===== config.mk =====
export PLATFORM = sky130hd
export DESIGN_NAME = instr_encoder
export DESIGN_NICKNAME = d
export VERILOG_FILES = /design/src/rtl/instr_encoder.sv
export SDC_FILE = /design/constraint.sdc
export NUM_CORES = 1
export LEC_CHECK = 0
export CAP_MARGIN = 15
export CORE_ASPECT_RATIO = 0.8
export CORE_UTILIZATION = 35
export CTS_BUF_LIST = sky130_fd_sc_hd__clkbuf_4
export DETAILED_ROUTE_END_ITERATION = 7
export PLACE_DENSITY_LB_ADDON = 0.05
export SKIP_CTS_REPAIR_TIMING = 1
export SLEW_MARGIN = 20
export SYNTH_ARGS = -nofsm -noshare
export SYNTH_HDL_FRONTEND = slang
export SYNTH_SLANG_ARGS = --single-unit

===== constraint.sdc =====
create_clock -name clk -period 3.15 [get_ports clk]
set_clock_uncertainty 0.05 [all_clocks]
set_input_delay 0.945 -clock clk [delete_from_list [all_inputs] [get_ports clk]]
set_output_delay 0.945 -clock clk [all_outputs]
set_load 0.005 [all_outputs]

===== src/rtl/instr_encoder.sv =====
// Instruction-word encoder: packs field beats into 32-bit words, queues them in a
// 2-entry FIFO and streams them to a word-addressed memory. Option macro: INSTR_ENCODER_ILLEGAL_OP_CHECK_EN.
module instr_encoder (
    input  logic        clk,
    input  logic        rst,
    input  logic        start,
    input  logic        in_valid,
    output logic        in_ready,
    input  logic [3:0]  cond,
    input  logic [1:0]  op,
    input  logic [5:0]  funct,
    input  logic [3:0]  rn,
    input  logic [3:0]  rd,
    input  logic [11:0] src2,
    input  logic [23:0] imm24,
    input  logic        in_last,
    output logic        mem_we,
    input  logic        mem_gnt,
    output logic [7:0]  mem_addr,
    output logic [31:0] mem_wdata,
    output logic        busy,
    output logic        done,
    output logic        err,
    output logic [8:0]  count
);

    typedef enum logic [1:0] {
        IDLE  = 2'd0,
        LOAD  = 2'd1,
        FLUSH = 2'd2,
        DONE  = 2'd3
    } state_t;

    state_t      state_r;
    logic [31:0] fifo_r [2];
    logic        rd_ptr_r;
    logic        wr_ptr_r;
    logic [1:0]  fcnt_r;
    logic [7:0]  addr_r;
    logic [8:0]  count_r;
    logic        err_r;

    logic        accept_s;
    logic        illegal_s;
    logic        push_s;
    logic        pop_s;
    logic        ovf_s;
    logic [31:0] word_s;

    // Branches carry a 24-bit immediate in place of the register/operand fields.
    function automatic logic [31:0] encode(
        input logic [3:0]  f_cond,
        input logic [1:0]  f_op,
        input logic [5:0]  f_funct,
        input logic [3:0]  f_rn,
        input logic [3:0]  f_rd,
        input logic [11:0] f_src2,
        input logic [23:0] f_imm24
    );
        logic [31:0] w;
        if (f_op == 2'b10) begin
            w = {f_cond, f_op, f_funct[5:4], f_imm24};
        end else begin
            w = {f_cond, f_op, f_funct, f_rn, f_rd, f_src2};
        end
        return w;
    endfunction

`ifdef INSTR_ENCODER_ILLEGAL_OP_CHECK_EN
    assign illegal_s = (op == 2'b11);
`else
    assign illegal_s = 1'b0;
`endif

    assign in_ready  = (state_r == LOAD) && (fcnt_r != 2'd2);
    assign mem_we    = (fcnt_r != 2'd0);
    assign mem_wdata = mem_we ? fifo_r[rd_ptr_r] : 32'd0;
    assign mem_addr  = addr_r;
    assign count     = count_r;
    assign err       = err_r;
    assign busy      = (state_r == LOAD) || (state_r == FLUSH);
    assign done      = (state_r == DONE);

    // Datapath strobes derived from the handshakes.
    always_comb begin
        word_s   = encode(cond, op, funct, rn, rd, src2, imm24);
        accept_s = in_valid && in_ready;
        pop_s    = mem_we && mem_gnt;
        ovf_s    = pop_s && (addr_r == 8'd255);
        push_s   = accept_s && !illegal_s && !ovf_s;
    end

    // Control FSM together with FIFO, address, counter and error state.
    always_ff @(posedge clk) begin
        if (!rst) begin
            state_r   <= IDLE;
            fifo_r[0] <= 32'd0;
            fifo_r[1] <= 32'd0;
            rd_ptr_r  <= 1'b0;
            wr_ptr_r  <= 1'b0;
            fcnt_r    <= 2'd0;
            addr_r    <= 8'd0;
            count_r   <= 9'd0;
            err_r     <= 1'b0;
        end else begin
            case (state_r)
                IDLE, DONE: begin
                    if (start) begin
                        state_r  <= LOAD;
                        rd_ptr_r <= 1'b0;
                        wr_ptr_r <= 1'b0;
                        fcnt_r   <= 2'd0;
                        addr_r   <= 8'd0;
                        count_r  <= 9'd0;
                        err_r    <= 1'b0;
                    end else begin
                        state_r <= state_r;
                    end
                end
                LOAD, FLUSH: begin
                    if (ovf_s) begin
                        // Address space exhausted: drop everything queued and stop.
                        state_r  <= DONE;
                        err_r    <= 1'b1;
                        rd_ptr_r <= 1'b0;
                        wr_ptr_r <= 1'b0;
                        fcnt_r   <= 2'd0;
                        addr_r   <= 8'd0;
                        count_r  <= count_r + 9'd1;
                    end else begin
                        if (push_s) begin
                            fifo_r[wr_ptr_r] <= word_s;
                            wr_ptr_r         <= ~wr_ptr_r;
                        end
                        if (pop_s) begin
                            rd_ptr_r <= ~rd_ptr_r;
                            addr_r   <= addr_r + 8'd1;
                            count_r  <= count_r + 9'd1;
                        end
                        case ({push_s, pop_s})
                            2'b10:   fcnt_r <= fcnt_r + 2'd1;
                            2'b01:   fcnt_r <= fcnt_r - 2'd1;
                            default: fcnt_r <= fcnt_r;
                        endcase
                        if (accept_s && illegal_s) begin
                            err_r <= 1'b1;
                        end
                        if ((state_r == LOAD) && accept_s && in_last) begin
                            state_r <= FLUSH;
                        end else if ((state_r == FLUSH) && (fcnt_r == 2'd0)) begin
                            state_r <= DONE;
                        end else begin
                            state_r <= state_r;
                        end
                    end
                end
                default: begin
                    state_r <= IDLE;
                    fcnt_r  <= 2'd0;
                end
            endcase
        end
    end

endmodule


== Yosys cells after proc, flatten, opt, wreduce, memory -nomap -nowiden ==
Memories as Yosys holds them, arrays and structs flattened. A register that Yosys moved wholly into a read port is not among the register bits.
Cells that the tools add are included.
Word-level totals
  memories kept: 1
  memory bits (writable): 64
  output and inout port bits: 54
  logic and storage cells: 88
  bits in registers: 24
Cells by class
  muxes and demuxes: 39
  add/subtract/negate cells: 4
  reduce and logical (&&, ||, !) cells: 21
  bitwise operators: 2
  equality and inequality tests: 14
Memories
  fifo_r: depth 2, width 32, read ports 1, clocked after Yosys merged registers in 1, wr ports 2, RTL line 35  | logic [31:0] fifo_r [2];
Operators by type and width (number)
  32-bit two-way mux: 2
  32-bit OR reduction: 1
  9-bit two-way mux: 3
  24-bit two-way mux: 1
  8-bit two-way mux: 3
  9-bit one-hot mux with 2 select lines: 1
  1-bit two-way mux: 16
  8-bit one-hot mux with 2 select lines: 1
  2-bit two-way mux: 6
  2-bit one-hot mux with 2 select lines: 3
  2-bit AND reduction: 5
  9-bit by 1-bit adder with 9-bit output (second input constant): 1
  8-bit by 1-bit adder with 8-bit output (second input constant): 1
  2-bit == test (second input constant): 4
  8-bit == test (second input constant): 1
  1-bit logical AND: 8
  2-bit inequality test (second input constant): 3
  3-bit inequality test (second input constant): 2
  1-bit one-hot mux with 2 select lines: 3
  2-bit by 1-bit == test with 1-bit output (second input constant): 2
  2-bit logical NOT: 2
  4-bit by 2-bit inequality test with 1-bit output (second input constant): 1
  4-bit inequality test (second input constant): 1
  2-bit OR reduction: 2
  6 further kinds: 7

== Depth between registers and ports, before layout ==
  depth after elaboration: 12
  mapped depth: 10

== Worst setup path before layout ==
No wires, ideal clock.
  path type: input -> register
  start: input port mem_gnt
  end: memory fifo_r[0][0] (enable)
  path buffers: 2
  arrival time: 2324 ps
  stages on the path: 6
  path slack: 298 ps
  cells stage by stage: o21ai_4 o31a_1 buf_6 nand4b_4 buf_6 nand2_1
RTL lines
  start, declared: RTL line 18  | input logic mem_gnt,
  end, declared: RTL line 35

== Worst setup path in the final report ==
  start: register fcnt_r[1]
  end: output port mem_wdata[15]
On the way
  word-level cells in the longest chain between the ends: 2
Ends and longest elaborated chain
  start, declared: RTL line 38  | logic [1:0] fcnt_r;
  start signal, assigned: RTL line 141  | 2'b10: fcnt_r <= fcnt_r + 2'd1;
  start signal, assigned: RTL line 142  | 2'b01: fcnt_r <= fcnt_r - 2'd1;
  start signal, assigned: RTL line 143  | default: fcnt_r <= fcnt_r;
  2-bit nonzero test: RTL line 76  | assign mem_we = (fcnt_r != 2'd0);
  32-bit two-way mux: RTL line 77  | assign mem_wdata = mem_we ? fifo_r[rd_ptr_r] : 32'd0;
  end, declared: RTL line 20  | output logic [31:0] mem_wdata,
Every way passes these cells.

==> impl_metrics.py <==
metrics = {
    "routing": {
        "post_drt_wl_per_cell_microns": 14.8,
        "ant_nets": 0,
        "post-route-drc-count": 0,
        "drtPass1Iterations": 4,
        "viasPerCell": 4.87,
        "drtIter0Drc": 138,
        "via_count": 3226,
        "routed_wl_microns": 9810,
    },
    "critical_path": {
        "cp-endpoint": "mem_wdata[15]",
        "cp.arrival_ps": 2020,
        "worstReg2RegStart": "state_r[0]$_SDFFE_PN0P_",
        "reg2regPathDepth": 7,
        "crit_path_end_kind": "output pin",
        "crit_required_ps": 2150,
        "crit_type": "register to output pin",
        "reg2reg_setup_slack_ps": 870,
        "start_kind": "register",
        "critPathMaxFanout": 15,
        "r2r-end": "mem_addr[6]$_SDFFE_PN0N_",
        "crit_path_start": "fcnt_r[1]$_SDFFE_PN0P_",
    },
    "sta": {
        "fin_crit_sh": 0.957,
        "grt_setup_unrepaired": "no",
        "relSlewSlack": 0.677,
        "final_max_slew_viol_count": 0,
        "hold_viol": 0,
        "fmax_mhz": 332,
        "setup_slack_ps": 135,
        "fin_crit_ps": 3020,
        "setup_viol": 0,
        "worst_pin_slew_ps": 485,
    },
    "synth": {
        "synthCells": 386,
        "ys_warn_count": 0,
        "yosys.area.top_type": "edfxtp_1",
        "synth_area_per_cell_sq_um": 11.3,
        "synth_top_area_frac": 0.440,
        "yosys_most_used_dff": "edfxtp_1",
        "synthTopCellsByArea": "edfxtp_1 (44%), mux2i_1 (13%), dfxtp_1 (11%)",
        "ys_seq_area_frac": 0.554,
        "async_flop_share": 0,
        "synth_seq_cells": 89,
        "synth_fp_nets": 454,
        "syn_area_sq_mm": 0.00437,
        "synth_edf_count": 64,
        "netlist-cell-type-count": 46,
    },
    "clock_tree": {
        "tritoncts": "done",
        "htree_num_levels": 3,
        "clk_latency_ps": 430,
        "root_buffer": "clkbuf_4",
        "path_clk_slew_ps": 150,
        "cts_sinks": 89,
        "cts_buffer_depth": 2,
        "cts_buffers": 9,
    },
    "die": {
        "die_area_sq_mm": 0.0129,
        "die_h_microns": 102,
        "rows": 36,
        "start_util": 0.359,
        "ios": 116,
        "core_area_sq_mm": 0.0122,
        "die_w_microns": 127,
    },
    "place": {
        "port_buffers": 115,
        "gp_congestion": 0.786,
        "hpwl_microns": 6840,
        "place_ws_ps": 219,
        "place_area_sq_mm": 0.00574,
    },
    "power_and_ir_drop": {
        "clkPwrFrac": 0.234,
        "p_per_area_mw_per_mm2": 519,
        "p_seq_frac": 0.458,
        "p_sw_frac": 0.307,
        "peakVddDrop_uv": 241,
        "p_int_w": 0.00213,
        "switching_power_w": 0.000941,
        "p_comb_frac": 0.307,
        "leakage_nw": 2.09,
    },
    "global_routing": {
        "grt_pass1_wl_microns": 15500,
        "grt_max_degree": 33,
        "grt_overflow": 0,
        "track_usage": 0.158,
        "antenna_found_initial": 0,
        "grt_pass1_vias": 3049,
    },
    "finish": {
        "drive_gt1_frac": 0.104,
        "fill_cells": 1119,
        "seq_area_sq_mm": 0.00243,
        "diodes": 0,
        "layout_commonest_cell": "clkdlybuf4s50_1",
        "fin_nets": 574,
        "final_cell_mix": "clkdlybuf4s50_1 (115), nor2_1 (86), edfxtp_1 (64), mux2i_1 (56), dfxtp_1 (24)",
        "multi_input_area_sq_mm": 0.00180,
        "area_delta_synth_final_pct": 35.2,
        "final_area_sq_mm": 0.00591,
    },
    "hold_path": {
        "hp-class": "register to register",
        "hold_depth": 2,
    },
    "status": {
        "status": "finished clean",
    },
    "run": {
        "cap_violations": 0,
    },
}
## how the worst min path moves through the flow
stage               slack, ps                  endpoint                     start
floorplan                 420   state_r[0]$_SDFFE_PN0P_   state_r[0]$_SDFFE_PN0P_
global route              510  mem_addr[6]$_SDFFE_PN0N_  mem_addr[6]$_SDFFE_PN0N_
CTS                       460     count[8]$_SDFFE_PN0N_     count[8]$_SDFFE_PN0N_
detailed placement        430     count[8]$_SDFFE_PN0N_     count[8]$_SDFFE_PN0N_
finish                    450     count[8]$_SDFFE_PN0N_     count[8]$_SDFFE_PN0N_
global placement          420     count[8]$_SDFFE_PN0N_     count[8]$_SDFFE_PN0N_
## cells in the mapped netlist (2+ instances only)
cell type / n
or4_1: 2
inv_2: 2
xnor2_1: 3
and2_1: 18
a21oi_1: 12
inv_1: 3
a22oi_1: 3
or3_1: 7
buf_2: 9
ha_1: 6
dfxtp_1: 25
nand3_1: 6
nor3_1: 3
o211ai_1: 4
nand2b_1: 2
o21ai_0: 8
mux2i_1: 56
xor2_1: 6
nor2b_1: 2
clkbuf_1: 4
o21ai_4: 2
nor2_2: 9
nand2_1: 12
o2111ai_1: 2
edfxtp_1: 64
nand4_1: 2
a31o_2: 2
buf_6: 7
nor2_1: 87
and3_1: 2
## metal layers
layer  global-route usage  vias to the layer above  wire length [microns]
met4               0.0467                        0                    117
met3               0.0387                       10                    449
met5                    0                        -                      0
li1                     -                     1617                      -
met2                0.247                       82                   4330
met1                0.218                     1517                   4910
## registers in the layout, indices dropped and copies added, names as in the netlist, named ones only
| signal | flops |
|---|---|
| rd_ptr_r | 1 |
| state_r | 2 |
| fifo_r | 64 |
| fcnt_r | 2 |
| err | 1 |
| count | 9 |
| wr_ptr_r | 1 |
| mem_addr | 8 |
## final cells by class
class	instances	share of cell area
clock buffer	11	0.0140
clock inverter	5	0.0138
inverter	6	0.00423
multi-input combinational	271	0.305
sequential	89	0.410
tap	152	0.0322
timing repair buffer	129	0.221
## through the flow
stage,TNS [ps],power (W),utilization,hold WS (ps),instances
after detailed placement,0,0.00238,0.472,431,647
after floorplan,0,0.00202,-,418,386
after global placement,0,0.00237,0.472,420,647
final,0,0.00307,0.486,455,663
after CTS,-58.3,0.00311,0.485,459,663
after global routing,0,0.00324,0.486,506,663
## cells by family (layout without fill, tap and decap cells)
kind of cell / Yosys count / in the layout / synth area share
adder cells (fa/ha/maj): 6 / 6 / 0.0172
multiplexers: 56 / 56 / 0.128
XOR/XNOR: 9 / 9 / 0.0180
AO/OA/AOI/OAI: 42 / 42 / 0.0670
flip-flops: 89 / 89 / 0.554
AND/OR/NAND/NOR: 158 / 158 / 0.178
buffers and inverters: 26 / 151 / 0.0375
## critical path: stages, from the launching register on
cell             delay (ps)
dfxtp_1                 550
nor2_4                  120
buf_4                   220
nor2_1                  170
clkdlybuf4s50_1         540
## power by group through the flow
stage	logic [W]	registers, W	clock network [W]
2_1_floorplan	0.000616	0.00140	0
3_3_place_gp	0.000939	0.00143	0
3_5_place_dp	0.000947	0.00144	0
4_1_cts	0.000954	0.00141	0.000747
5_1_grt	0.00104	0.00142	0.000781
6_report	0.000944	0.00141	0.000719
(Power assumes the default switching activity.)
